### src/rtl/mvau_weight_stream_if.sv
// Weight-word stream from the weight sequencer to the MVAU compute stage.
// A beat transfers on a rising clock edge where tvalid and tready are both high; while tvalid is
// high and tready low the producer holds tdata/tlast stable and keeps tvalid asserted.
interface mvau_weight_stream_if #(
  parameter int DW = 2
);
  logic          tvalid;
  logic          tready;
  logic [DW-1:0] tdata;
  logic          tlast;

  modport master (output tvalid, output tdata, output tlast, input tready);
  modport slave  (input tvalid, input tdata, input tlast, output tready);
endinterface

### src/rtl/mvau_weight_stream.sv
// Read-side sequencer for the MVAU weight memory: walks the address space NUM_REPS times per start
// and re-times the 1-cycle memory read latency through a 2-entry FIFO onto a backpressured stream.
module mvau_weight_stream #(
  parameter int SIMD         = 2,
  parameter int TW           = 1,
  parameter int WMEM_DEPTH   = 4,
  parameter int WMEM_ADDR_BW = 4,
  parameter int NUM_REPS     = 2
) (
  input  logic                    aclk,
  input  logic                    rst,
  input  logic                    start,
  output logic [WMEM_ADDR_BW-1:0] wmem_addr,
  output logic                    wmem_rd,
  input  logic [SIMD*TW-1:0]      wmem_out,
  mvau_weight_stream_if.master    out,
  output logic                    busy,
  output logic                    done,
  output logic [1:0]              dbg_state_o,
  output logic [1:0]              dbg_fifo_count_o
);

  localparam int DW     = SIMD * TW;
  localparam int REP_BW = (NUM_REPS > 1) ? $clog2(NUM_REPS) : 1;
  localparam logic [WMEM_ADDR_BW-1:0] LAST_ADDR = WMEM_ADDR_BW'(WMEM_DEPTH - 1);
  localparam logic [REP_BW-1:0]       LAST_REP  = REP_BW'(NUM_REPS - 1);

  typedef enum logic [1:0] {
    S_IDLE  = 2'd0,
    S_RUN   = 2'd1,
    S_DRAIN = 2'd2
  } state_e;

  state_e                  state_q, state_d;
  logic [WMEM_ADDR_BW-1:0] addr_q, addr_d;
  logic [REP_BW-1:0]       rep_q, rep_d;
  logic                    done_q, done_d;
  logic                    inflight_q, inflight_last_q;

  logic [DW-1:0] fifo_data_q [2];
  logic          fifo_last_q [2];
  logic          wr_ptr_q, rd_ptr_q;
  logic [1:0]    count_q, count_d;

  logic       issue;
  logic       pop;
  logic       push;
  logic [2:0] occ;

  // Occupancy after this cycle: stored words plus the read in flight, minus the word leaving now.
  assign pop  = (count_q != 2'd0) && out.tready;
  assign push = inflight_q;
  assign occ  = {1'b0, count_q} + {2'b00, inflight_q} - {2'b00, pop};

  always_comb begin
    state_d = state_q;
    addr_d  = addr_q;
    rep_d   = rep_q;
    done_d  = 1'b0;
    issue   = 1'b0;
    case (state_q)
      S_IDLE: begin
        if (start) state_d = S_RUN;
      end
      S_RUN: begin
        issue = (occ < 3'd2);
        if (issue) begin
          if (addr_q == LAST_ADDR) begin
            addr_d = '0;
            if (rep_q == LAST_REP) begin
              rep_d   = '0;
              state_d = S_DRAIN;
            end else begin
              rep_d = rep_q + REP_BW'(1);
            end
          end else begin
            addr_d = addr_q + WMEM_ADDR_BW'(1);
          end
        end
      end
      S_DRAIN: begin
        if ((count_q == 2'd0) && !inflight_q) begin
          state_d = S_IDLE;
          done_d  = 1'b1;
        end
      end
      default: state_d = S_IDLE;
    endcase
  end

  always_comb begin
    count_d = count_q;
    case ({push, pop})
      2'b10:   count_d = count_q + 2'd1;
      2'b01:   count_d = count_q - 2'd1;
      default: count_d = count_q;
    endcase
  end

  always_ff @(posedge aclk) begin
    if (rst) begin
      state_q         <= S_IDLE;
      addr_q          <= '0;
      rep_q           <= '0;
      done_q          <= 1'b0;
      inflight_q      <= 1'b0;
      inflight_last_q <= 1'b0;
      fifo_data_q     <= '{default: '0};
      fifo_last_q     <= '{default: 1'b0};
      wr_ptr_q        <= 1'b0;
      rd_ptr_q        <= 1'b0;
      count_q         <= 2'd0;
    end else begin
      state_q         <= state_d;
      addr_q          <= addr_d;
      rep_q           <= rep_d;
      done_q          <= done_d;
      inflight_q      <= issue;
      inflight_last_q <= issue && (addr_q == LAST_ADDR);
      if (push) begin
        fifo_data_q[wr_ptr_q] <= wmem_out;
        fifo_last_q[wr_ptr_q] <= inflight_last_q;
        wr_ptr_q              <= ~wr_ptr_q;
      end
      if (pop) rd_ptr_q <= ~rd_ptr_q;
      count_q <= count_d;
    end
  end

  assign wmem_addr        = addr_q;
  assign wmem_rd          = issue;
  assign out.tvalid       = (count_q != 2'd0);
  assign out.tdata        = out.tvalid ? fifo_data_q[rd_ptr_q] : '0;
  assign out.tlast        = out.tvalid ? fifo_last_q[rd_ptr_q] : 1'b0;
  assign busy             = (state_q != S_IDLE);
  assign done             = done_q;
  assign dbg_state_o      = state_q;
  assign dbg_fifo_count_o = count_q;

endmodule
### src/flat_wrapper.sv
// flat-port wrapper written by rule: the top's interface ports become plain ports
module mvau_weight_stream_flat 
#(
  parameter int SIMD         = 2,
  parameter int TW           = 1,
  parameter int WMEM_DEPTH   = 4,
  parameter int WMEM_ADDR_BW = 4,
  parameter int NUM_REPS     = 2
)
  (aclk, rst, start, wmem_addr, wmem_rd, wmem_out, busy, done, dbg_state_o, dbg_fifo_count_o, out_tvalid, out_tdata, out_tlast, out_tready);
  mvau_weight_stream_if out_i ();
  input  logic aclk;
  input  logic rst;
  input  logic start;
  output logic [WMEM_ADDR_BW-1:0] wmem_addr;
  output logic wmem_rd;
  input  logic [SIMD*TW-1:0] wmem_out;
  output logic busy;
  output logic done;
  output logic [1:0] dbg_state_o;
  output logic [1:0] dbg_fifo_count_o;
  output wire logic [$bits(out_i.tvalid)-1:0] out_tvalid;
  output wire logic [$bits(out_i.tdata)-1:0] out_tdata;
  output wire logic [$bits(out_i.tlast)-1:0] out_tlast;
  input wire logic [$bits(out_i.tready)-1:0] out_tready;
  assign out_tvalid = out_i.tvalid;
  assign out_tdata = out_i.tdata;
  assign out_tlast = out_i.tlast;
  assign out_i.tready = out_tready;
  mvau_weight_stream #(.SIMD(SIMD), .TW(TW), .WMEM_DEPTH(WMEM_DEPTH), .WMEM_ADDR_BW(WMEM_ADDR_BW), .NUM_REPS(NUM_REPS)) u_core (.aclk(aclk), .rst(rst), .start(start), .wmem_addr(wmem_addr), .wmem_rd(wmem_rd), .wmem_out(wmem_out), .out(out_i), .busy(busy), .done(done), .dbg_state_o(dbg_state_o), .dbg_fifo_count_o(dbg_fifo_count_o));
endmodule
### config.mk
export PLATFORM = sky130hd
export DESIGN_NAME = mvau_weight_stream_flat
export DESIGN_NICKNAME = d
export VERILOG_FILES = /design/src/rtl/mvau_weight_stream_if.sv /design/src/rtl/mvau_weight_stream.sv /design/src/flat_wrapper.sv
export SDC_FILE = /design/constraint.sdc
export NUM_CORES = 1
export LEC_CHECK = 0
export ABC_AREA = 1
export CAP_MARGIN = 5
export CORE_MARGIN = 2
export CORE_UTILIZATION = 45
export DETAILED_ROUTE_END_ITERATION = 10
export GPL_ROUTABILITY_DRIVEN = 0
export GPL_TIMING_DRIVEN = 0
export HOLD_SLACK_MARGIN = 0.15
export PLACE_DENSITY = 0.83
export SLEW_MARGIN = 20
export SYNTH_ARGS = -nofsm -noshare
export SYNTH_HDL_FRONTEND = slang
export SYNTH_SLANG_ARGS = --single-unit
### constraint.sdc
create_clock -name aclk -period 2.6 [get_ports aclk]
set_clock_uncertainty 0.1 [all_clocks]
set_input_delay 0.52 -clock aclk [delete_from_list [all_inputs] [get_ports aclk]]
set_output_delay 0.52 -clock aclk [all_outputs]
set_load 0.01 [all_outputs]
==> results.cfg, run 1 <==
[global_routing]
grt_max_degree = 12
grt.overflow.total = 0
grt_antenna_before_repair = 0
grt_pass1_vias = 883
grt_usage_pct = 17.4
grt_pass1_wl_um = 3490

[place]
portBuffers = 19
place_inst = 194
dp_hpwl_um = 1510

[worst_setup_path]
crit_path_start_kind = flop
arrival_ns = 1.94
crit_path_max_fanout = 5
required_ns = 1.98
crit_type = reg -> out
cp-end-kind = output pin

[pwr]
p_leak_nw = 0.601
power_density_mw_per_mm2 = 672
p_clk_share_pct = 19.9
p_sw_w = 0.000303
vdd_ir_drop_max_mv = 0.417
p_sw_share_pct = 34.0
power_frac_comb_pct = 38.9
pwr-share-seq_pct = 41.1
intPower_w = 0.000588

[clocking]
cts_tree = done
hold_buffers = 0
cts_buffer_depth = 2
clkTransAtPathRegs_ns = 0.11
insertion_delay_ns = 0.29
cts-root-buf = clkbuf_4
cts_buffers = 3
htreeDepth = 1
cts_sinks = 20

[outcome]
run_status = finished clean

[route]
drtAntennaViolNets = 0
drt-total-wl_um = 2110
vias = 973
drc = 0
drt-initial-drc-count = 12
drtPass1Iterations = 4
post_drt_wl_per_cell_um = 10.3
viasPerCell = 4.72

[floorplanning]
rows = 16
io_pins = 21
die_area_mm2 = 0.00258
fp.dieW_um = 50.8
coreArea_mm2 = 0.00202
start_util_pct = 48.7
die_h_um = 50.8

[yosys]
seq_area_frac_synth_pct = 40.7
synth_cells = 148
synth.distinct_cells = 18
synth.net_count = 157
syn_avg_cell_area_um2 = 6.65
syn_area_um2 = 985
ys_ff_latch = 20
yosys_warnings = 0

[sta]
setup_viol = 0
rsz0062_at_grt = yes
min_period_ns = 2.56
fmax_mhz = 391
final-max-slew-violation-count = 0
finalHoldViolations = 0
worst_slew_pin_slew_ns = 0.232
worst_slew_margin_rel_pct = 84.5
timing.hold.ws_ns = 0.397
layout_worst_path_cycle_share_pct = 98.4

[final_layout]
area_growth_pct = 34.7
fill_cells = 173
diodes = 0
finish.utilization_pct = 65.6
drive_gt1_share_pct = 16.8
register_area_um2 = 408
final_cells = 206
multi_input_area_um2 = 505
final_net_count = 189

[hold_path]
hold_class = in -> reg

[run]
drv_cap = 0
[flip-flops by register name (all words and copies together) (netlist names)]
| name | cells |
|---|---|
| u_core.fifo_data_q | 4 |
| u_core.wmem_addr | 4 |
| u_core.dbg_fifo_count_o | 2 |
| u_core.dbg_state_o | 2 |
| u_core.fifo_last_q | 2 |
| u_core.done | 1 |
| u_core.inflight_last_q | 1 |
| u_core.inflight_q | 1 |
| u_core.rd_ptr_q | 1 |
| u_core.rep_q | 1 |
| u_core.wr_ptr_q | 1 |
[final timing paths]
path | start | endpoint | slack, ns | depth (start not counted)
worst min register to register | u_core.fifo_data_q[0] | u_core.fifo_data_q[0] | 0.40 | 2
worst max register to register | u_core.dbg_fifo_count_o[0] | u_core.wmem_addr[0] | 0.56 | 12
worst max-delay path | u_core.dbg_fifo_count_o[0] | wmem_rd | 0.04 | 9
worst min-delay path | rst | u_core.wmem_addr[1] | 0.40 | 2
[cells by family (layout without fill, tap and decap cells)]
logic type / after synthesis / after routing / share of synthesized area, %
buffers and inverters: 25 / 56 / 9.78
AND/OR/NAND/NOR: 79 / 79 / 34.3
adder cells (fa/ha/maj): 3 / 3 / 4.57
flip-flops: 20 / 20 / 40.7
AO/OA/AOI/OAI: 21 / 21 / 10.7
[worst max-delay path, stage by stage, from the launching register on]
cell and delay, ns:
dfxtp_4 0.38, nor2_4 0.06, nor2_4 0.10, nand2_2 0.06
o21ai_1 0.08, nand2_1 0.09, fa_2 0.55, nand3_2 0.10
nor2_4 0.12, buf_6 0.12
[metal layers]
layer  share of wire, %  GRT usage [%]  wire length, µm  vias up
li1                   -              -                -      516
met1                 45           20.7              947      435
met2                 50           31.6             1070       22
met3                4.6           2.98               98        0
met4                  0           4.95                0        0
met5                  0              0                0        -
[through the flow]
stage / setup slack, ns / power (W) / area [µm²] / TNS (ns)
floorplan: 0.203 / 0.000550 / 985 / 0
global placement: -0.857 / 0.000637 / 1210 / -1.12
detailed placement: -0.897 / 0.000650 / 1210 / -1.45
CTS: 0.00948 / 0.000868 / 1310 / 0
global route: -0.0834 / 0.000954 / 1330 / -0.0834
finish: 0.0418 / 0.000891 / 1330 / 0
[synthesized netlist by cell type, drive strengths merged]
cell	number	share of area, %
buf	2	1.0
nor3	1	0.51
nand2	40	16
ha	2	2.5
dfxtp	20	41
nand3	6	4.1
o21ai	10	5.1
nor2	31	14
inv	23	8.8
a21oi	11	5.6
fa	1	2.0
nand4	1	0.64
[power groups by stage]
| stage | Clock, W | Sequential (W) | Combinational (W) |
|---|---|---|---|
| 2_1_floorplan | 0 | 0.000372 | 0.000178 |
| 3_3_place_gp | 0 | 0.000369 | 0.000268 |
| 6_report | 0.000177 | 0.000367 | 0.000347 |
| 5_1_grt | 0.000193 | 0.000370 | 0.000391 |
| 3_5_place_dp | 0 | 0.000371 | 0.000279 |
| 4_1_cts | 0.000179 | 0.000365 | 0.000324 |
[final cells by class]
class / count / area share [%]
Multi-Input combinational cell: 103 / 38.1
Sequential cell: 20 / 30.8
Timing Repair Buffer: 27 / 18.6
Inverter: 23 / 6.51
Clock buffer: 4 / 2.74
Tap cell: 27 / 2.55
Buffer: 2 / 0.755
[timing repair]
action                     CTS  global route
setup buffers                5             3
pin swaps                    4             5
resized for setup           17             2
setup endpoints to repair    1             1
[layout by cell type (no fill, tap or decap)]
master	instances
nand3_2	2
nand2_2	2
nand3_1	4
dfxtp_1	18
o21ai_0	8
clkbuf_4	3
nand4_1	1
inv_1	20
dfxtp_4	2
buf_6	1
nand2_1	38
inv_2	3
ha_1	2
a21oi_1	11
clkdlybuf4s50_1	17
nor3_1	1
nor2_1	27
clkbuf_8	1
buf_4	8
buf_2	3
fa_2	1
nor2_4	4
o21ai_1	2
(Power assumes the default switching activity.)
==> run 2: changes to the inputs <==
--- a/config.mk
+++ b/config.mk
@@ -9,6 +9,7 @@
 export CAP_MARGIN = 5
 export CORE_MARGIN = 2
 export CORE_UTILIZATION = 45
+export CTS_BUF_LIST = sky130_fd_sc_hd__clkbuf_8
 export DETAILED_ROUTE_END_ITERATION = 10
 export GPL_ROUTABILITY_DRIVEN = 0
 export GPL_TIMING_DRIVEN = 0
==> results.cfg, run 2 (synthesized netlist as in run 1, its figures left out) <==
[sta]
setup_viol = 0
finalHoldViolations = 0
worst_slew_margin_rel_pct = 84.9
setup_tns_ns = 0
fmax_mhz = 398
worst_slew_pin_slew_ns = 0.226
min_period_ns = 2.51
final-max-slew-violation-count = 0
layout_setup_ws_ns = 0.0858
layout_worst_path_cycle_share_pct = 96.7
timing.hold.ws_ns = 0.389

[pwr]
p_sw_w = 0.000305
p_clk_share_pct = 24.9
pwr-share-seq_pct = 39.6
p_sw_share_pct = 32.8
vdd_ir_drop_max_mv = 0.410
power_density_mw_per_mm2 = 699
power_frac_comb_pct = 35.5
p_leak_nw = 0.599
intPower_w = 0.000625

[outcome]
run_status = finished clean

[global_routing]
grt_use_met3_pct = 2.08
met2_usage_pct = 32.7
grt_pass1_vias = 882
grt_max_degree = 12
use_met1_pct = 20.5
grt_usage_pct = 17.7
grt-busiest-layer = met2
grt_antenna_before_repair = 0
grt_pass1_wl_um = 3530
grt.overflow.total = 0

[clocking]
cts-root-buf = clkbuf_8
hold_buffers = 0
clkTransAtPathRegs_ns = 0.07
cts_sinks = 20
insertion_delay_ns = 0.25
htreeDepth = 1
cts_tree = done
cts_buffer_depth = 2
cts_buffers = 3

[worst_setup_path]
crit_type = reg -> out
crit_path_start_kind = flop
crit_path_max_fanout = 6
arrival_ns = 1.89
cp-end-kind = output pin
required_ns = 1.98

[final_layout]
fill_cells = 174
final_net_count = 187
stdcell_area_mm2 = 0.00133
drive_gt1_share_pct = 15.8
register_area_um2 = 408
area_growth_pct = 35.1
final_common_cell = nand2_1
final_cells = 204
diodes = 0
multi_input_area_um2 = 505
final_cell_mix = 38 x nand2_1, 27 x nor2_1, 20 x inv_1

[run]
drv_cap = 0

[route]
drt-initial-drc-count = 17
vias = 968
drc = 0
viasPerCell = 4.75
post_drt_wl_per_cell_um = 10.2
drtAntennaViolNets = 0
drtPass1Iterations = 4
drt-total-wl_um = 2080

[floorplanning]
die_h_um = 50.8
die_area_mm2 = 0.00258
io_pins = 21
fp.dieW_um = 50.8
start_util_pct = 48.7
rows = 16
coreArea_mm2 = 0.00202

[place]
placed_cell_area_mm2 = 0.00121
place_inst = 194
dpl_worst_slack_ns = -0.897
portBuffers = 19
dp_hpwl_um = 1510

[hold_path]
hold_class = reg -> reg
[run 2: layout make-up]
class | count | share of cell area [%]
Sequential cell | 20 | 30.7
Timing Repair Buffer | 25 | 17.4
Inverter | 23 | 6.49
Multi-Input combinational cell | 103 | 38.0
Buffer | 2 | 0.753
Clock buffer | 4 | 4.14
Tap cell | 27 | 2.54
[run 2: repair_timing]
item / in CTS / in global routing
cloned: 0 / 0
pin swaps: 3 / 4
gates resized for setup: 16 / 3
setup buffers: 4 / 2
endpoints found under the setup margin: 1 / 1
[run 2: metal layers]
| layer | routed length [µm] | vias to the layer above | share of wire (%) |
|---|---|---|---|
| li1 | - | 513 | - |
| met1 | 951 | 430 | 46 |
| met2 | 1030 | 21 | 49 |
| met3 | 75 | 4 | 3.6 |
| met4 | 29 | 0 | 1.4 |
| met5 | 0 | - | 0 |
[run 2: through the flow]
step / power (W) / utilization [%]
6_report: 0.000930 / 65.8
5_1_grt: 0.000991 / 65.8
4_1_cts: 0.000919 / 65.1
3_5_place_dp: 0.000650 / 59.8
3_3_place_gp: 0.000637 / 59.8
2_1_floorplan: 0.000550 / -
[run 2: critical path, stage by stage (launching register included)]
cell     delay, ns
dfxtp_4       0.38
nor2_4        0.06
nor2_4        0.09
nand2_2       0.06
o21ai_1       0.07
nand2_1       0.09
fa_2          0.55
nand3_2       0.10
nor2_4        0.12
buf_6         0.12
[run 2: final timing paths]
check,startpoint,to,slack (ns),depth (start not counted)
max,u_core.dbg_fifo_count_o[0],wmem_rd,0.09,9
max reg2reg,u_core.dbg_fifo_count_o[0],u_core.rep_q,0.48,13
min,u_core.inflight_last_q,u_core.fifo_last_q[1],0.39,2
min reg2reg,u_core.inflight_last_q,u_core.fifo_last_q[1],0.39,2
[run 2: power groups by stage]
stage               registers (W)  clock network (W)  logic [W]
global placement         0.000369                  0   0.000268
finish                   0.000368           0.000232   0.000330
CTS                      0.000365           0.000238   0.000315
global route             0.000372           0.000247   0.000371
floorplan                0.000372                  0   0.000178
detailed placement       0.000371                  0   0.000279
